<file path="src/rtl/per_sft_rst_sel_seq.sv">
// rtl/per_sft_rst_sel_seq.sv - software-reset pulse shaper and safe-point kernel-clock-select applier
module per_sft_rst_sel_seq #(
    parameter int KER_CLK_SRC_NUM = 5,
    parameter int SEL_W           = ($clog2(KER_CLK_SRC_NUM) > 1) ? $clog2(KER_CLK_SRC_NUM) : 1,
    parameter int SEL_RST_VAL     = 0,
    parameter int MIN_RST_CYCLES  = 4,
    parameter int RELEASE_DELAY   = 2
) (
    input  logic             i_clk,
    input  logic             i_rst,
    input  logic             rcc_per_rst,
    input  logic [SEL_W-1:0] ker_clk_sel_wr,
    input  logic             per_ker_clk_req,
    output logic             sft_rst_n,
    output logic [SEL_W-1:0] ker_clk_sel,
    output logic             sel_pending,
    output logic             sel_invalid,
    output logic             rst_busy,
    output logic             rst_done
);

    localparam int CNT_MAX = (MIN_RST_CYCLES > RELEASE_DELAY) ? MIN_RST_CYCLES : RELEASE_DELAY;
    localparam int CNT_W   = ($clog2(CNT_MAX) > 1) ? $clog2(CNT_MAX) : 1;
    localparam logic [CNT_W-1:0] ASSERT_LOAD  = CNT_W'(MIN_RST_CYCLES - 1);
    localparam logic [CNT_W-1:0] RELEASE_LOAD = CNT_W'(RELEASE_DELAY - 1);

    typedef enum logic [1:0] {
        IDLE    = 2'd0,
        ASSERT  = 2'd1,
        HOLD    = 2'd2,
        RELEASE = 2'd3
    } state_t;

    state_t           state;
    state_t           state_nxt;
    logic [CNT_W-1:0] cnt;
    logic [CNT_W-1:0] cnt_nxt;
    logic             done_nxt;
    logic             sel_safe;
    logic [SEL_W-1:0] sel_nxt;

    assign sel_invalid = 32'(ker_clk_sel_wr) >= $unsigned(KER_CLK_SRC_NUM);
    assign sel_pending = ker_clk_sel_wr != ker_clk_sel;

    // Switching the kernel clock mux is harmless while the peripheral is in reset or not using it
    assign sel_safe = (state == ASSERT) || (state == HOLD) ||
                      ((state == IDLE) && !per_ker_clk_req);

    always_comb begin
        state_nxt = state;
        cnt_nxt   = cnt;
        done_nxt  = 1'b0;
        case (state)
            IDLE: begin
                if (rcc_per_rst) begin
                    state_nxt = ASSERT;
                    cnt_nxt   = ASSERT_LOAD;
                end
            end
            ASSERT: begin
                if (cnt == '0) begin
                    if (rcc_per_rst) begin
                        state_nxt = HOLD;
                    end else begin
                        state_nxt = RELEASE;
                        cnt_nxt   = RELEASE_LOAD;
                    end
                end else begin
                    cnt_nxt = cnt - 1'b1;
                end
            end
            HOLD: begin
                if (!rcc_per_rst) begin
                    state_nxt = RELEASE;
                    cnt_nxt   = RELEASE_LOAD;
                end
            end
            RELEASE: begin
                // A fresh request during settle restarts the whole pulse
                if (rcc_per_rst) begin
                    state_nxt = ASSERT;
                    cnt_nxt   = ASSERT_LOAD;
                end else if (cnt == '0) begin
                    state_nxt = IDLE;
                    done_nxt  = 1'b1;
                end else begin
                    cnt_nxt = cnt - 1'b1;
                end
            end
            default: begin
                state_nxt = IDLE;
                cnt_nxt   = '0;
            end
        endcase
    end

    always_comb begin
        sel_nxt = ker_clk_sel;
        if (sel_safe && !sel_invalid && sel_pending) begin
            sel_nxt = ker_clk_sel_wr;
        end
    end

    always_ff @(posedge i_clk or posedge i_rst) begin
        if (i_rst) begin
            state       <= IDLE;
            cnt         <= '0;
            sft_rst_n   <= 1'b1;
            ker_clk_sel <= SEL_W'(SEL_RST_VAL);
            rst_busy    <= 1'b0;
            rst_done    <= 1'b0;
        end else begin
            state       <= state_nxt;
            cnt         <= cnt_nxt;
            sft_rst_n   <= !((state_nxt == ASSERT) || (state_nxt == HOLD));
            ker_clk_sel <= sel_nxt;
            rst_busy    <= state_nxt != IDLE;
            rst_done    <= done_nxt;
        end
    end

endmodule

</file>
<file path="config.mk">
export PLATFORM = sky130hd
export DESIGN_NAME = per_sft_rst_sel_seq
export DESIGN_NICKNAME = d
export VERILOG_FILES = /design/src/rtl/per_sft_rst_sel_seq.sv
export SDC_FILE = /design/constraint.sdc
export NUM_CORES = 1
export LEC_CHECK = 0
export ABC_AREA = 1
export CAP_MARGIN = 20
export CORE_MARGIN = 8
export CORE_UTILIZATION = 40
export DETAILED_ROUTE_END_ITERATION = 12
export HOLD_SLACK_MARGIN = 0.06
export PLACE_DENSITY = 0.66
export SLEW_MARGIN = 20
export SYNTH_ARGS = -nofsm -noshare
export SYNTH_HDL_FRONTEND = slang
export SYNTH_SLANG_ARGS = --single-unit
</file>
<file path="constraint.sdc">
create_clock -name i_clk -period 1.69 [get_ports i_clk]
set_clock_uncertainty 0.05 [all_clocks]
set_input_delay 0.507 -clock i_clk [delete_from_list [all_inputs] [get_ports i_clk]]
set_output_delay 0.507 -clock i_clk [all_outputs]
set_load 0.1 [all_outputs]
</file>
==> summary.txt <==
Global routing
  – GRT Util Overall: 0.120
  – Initial antenna violation count: 0
  – GRT overflow: 0
  – Vias in the first global route: 683
  – First-pass GRT wire length: 3020 microns
  – Largest net degree at the start of global routing: 11

Worst setup path
  – RR Endpoint: sft_rst_n
  – Slack of the worst reg-to-reg path: 0.12 ns
  – Crit. End Element: output pin
  – Crit-path max FO: 2
  – CP Data Required Time: 1.13 ns
  – RR Startpoint: cnt[0]
  – Critical path launch point type: flop
  – Reg2Reg Depth: 10
  – Arr. time, crit path: 1.20 ns
  – Critical path class: reg2out

STA
  – Fmax: 568 MHz
  – Slew @ Worst Pin: 0.397 ns
  – Tcrit/Tclk final: 1.04
  – Final-report hold violation count: 0
  – Final min period: 1.76 ns
  – Final Max Tran Viols: 0
  – Max_slew headroom: 0.735
  – Final setup TNS: -0.0696 ns
  – Finish-stage setup viols: 1
  – Final worst slack: -0.0696 ns
  – Unrepaired setup endpoints after global routing: yes

Cells and area
  – Commonest non-fill, non-tap cell in the layout: nand2_1
  – ANT cells: 0
  – Fin util: 0.667
  – Commonest cells after routing, fill and taps aside: 33 x nand2_1, 18 x inv_1, 8 x buf_12, 8 x buf_4
  – Layout cell share with drive strength beyond 1: 0.322
  – Syn-to-layout area delta: 62.4%
  – Layout Nets: 136
  – Number of fill cells: 122
  – Final non-filler cell total: 138

Synth
  – Register area share after synthesis: 0.367
  – Syn Nets: 109
  – Cell taking the most area after synthesis: dfrtp_1
  – Synth top area share: 0.328
  – Post-Syn Instances: 95
  – Post-Syn Area: 686 sq um
  – Main area contributors after synthesis: dfrtp_1 33%, nand2_1 19%, ha_1 13%, inv_1 10%, nand3_1 5.1%
  – Synthesis warning total: 0
  – Netlist cell types: 15
  – Post-synthesis sequential element count: 10
  – Post-synthesis area per instance: 7.22 sq um

Detailed routing
  – Via-to-Cell Ratio: 4.70
  – Detailed Routing Iterations Pass 1: 4
  – DRC viols: 0
  – Final wirelength: 1660 microns
  – ANT nets after route: 0
  – Routed via count: 649
  – WL/cell: 12.1 microns
  – DRT iter0 DRCs: 5

Floorplanning
  – # IOs: 15
  – Die height: 57.4 microns
  – Starting density of the core: 0.410
  – Die area: 3290 sq um
  – Num rows: 15
  – Core Box Area: 1670 sq um
  – Die width: 57.4 microns

CTS
  – TritonCTS Buffers: 3
  – Max clock buf depth: 2
  – Clk sinks: 10
  – Clock Latency Late Sink: 0.27 ns
  – CTS tree: done
  – Worst-path clk slew: 0.08 ns
  – Clk root buf: clkbuf_4
  – H-tree depth: 1

Placed design
  – Dpl cells: 130
  – Port-buffer cells: 14
  – Setup Slack @ Placement: -0.458 ns
  – Placer Congestion: 0.796
  – DP HPWL: 1280 microns

Run status
  – Status: complete, but fails checks
  – Failing checks: negative setup slack

Run
  – Maximum capacitance violations: 0

Worst hold path
  – Hold Path Class: in2async
==> state kept, by name, summed over array words and instances (netlist names) <==
signal,flops
rst_done,1
ker_clk_sel,3
state,2
sft_rst_n,1
rst_busy,1
cnt,2
==> cell families after synthesis <==
kind of cell    share of synthesized area
fa+ha+maj                           0.128
compound gates                     0.0930
xor+xnor                           0.0383
buf+inv                             0.115
flops                               0.367
simple gates                        0.259
==> synthesized netlist by cell type, drive strengths merged <==
cell type  count
a22oi          1
xnor2          3
nand3          7
dfrtp          9
nor2           4
inv           21
ha             7
o21bai         3
nand2         34
o21ai          4
dfstp          1
a21oi          1
==> through the flow <==
| stage | hold WS (ns) | instance area, sq um |
|---|---|---|
| 6_report | 0.462 | 1110 |
| 3_5_place_dp | 0.449 | 1020 |
| 4_1_cts | 0.468 | 1090 |
| 5_1_grt | 0.479 | 1110 |
| 2_1_floorplan | 0.297 | 747 |
| 3_3_place_gp | 0.419 | 1020 |
==> critical path, cell delays in order, from the launching register on <==
cell     delay (ns)
dfrtp_4        0.51
xnor2_4        0.17
nand3_4        0.09
buf_12         0.17
==> layer usage <==
metal / routed length [microns] / vias up / track usage
met2: 820 / 13 / 0.206
met4: 15 / 0 / 0.0464
met3: 99 / 4 / 0.0583
met5: 0 / - / 0
li1: - / 342 / -
met1: 728 / 290 / 0.123
==> layout make-up <==
| type | instances | area, sq um | share of cell area |
|---|---|---|---|
| well taps | 17 | 21.3 | 0.0191 |
| inverters | 21 | 82.6 | 0.0742 |
| repair buffers | 22 | 278 | 0.249 |
| flip-flops and latches | 10 | 263 | 0.236 |
| clock buffers | 4 | 26.3 | 0.0236 |
| multi-input cells | 64 | 443 | 0.398 |
==> worst max-delay path by stage <==
stage,slack (ns),cells after the start,endpoint,start
2_1_floorplan,-0.02,2,sel_pending,ker_clk_sel[2]
3_3_place_gp,-0.43,4,sel_invalid,ker_clk_sel_wr[1]
3_5_place_dp,-0.46,4,sel_invalid,ker_clk_sel_wr[1]
4_1_cts,-0.08,3,sel_pending,ker_clk_sel[1]
5_1_grt,-0.12,3,sel_pending,ker_clk_sel[1]
6_report,-0.07,3,sel_pending,ker_clk_sel[1]
==> what timing repair did <==
| item | in CTS | in global routing |
|---|---|---|
| pin swaps | 5 | 2 |
| hold buffers | 0 | 0 |
| setup endpoints to repair | 2 | 4 |
| cloned | 0 | 0 |
| buffers inserted | 3 | 1 |
| resized for setup | 19 | 7 |
Power is left out: the tool's default activity adds up to more than one toggle a clock period on the data nets, which glitch-free logic cannot reach.
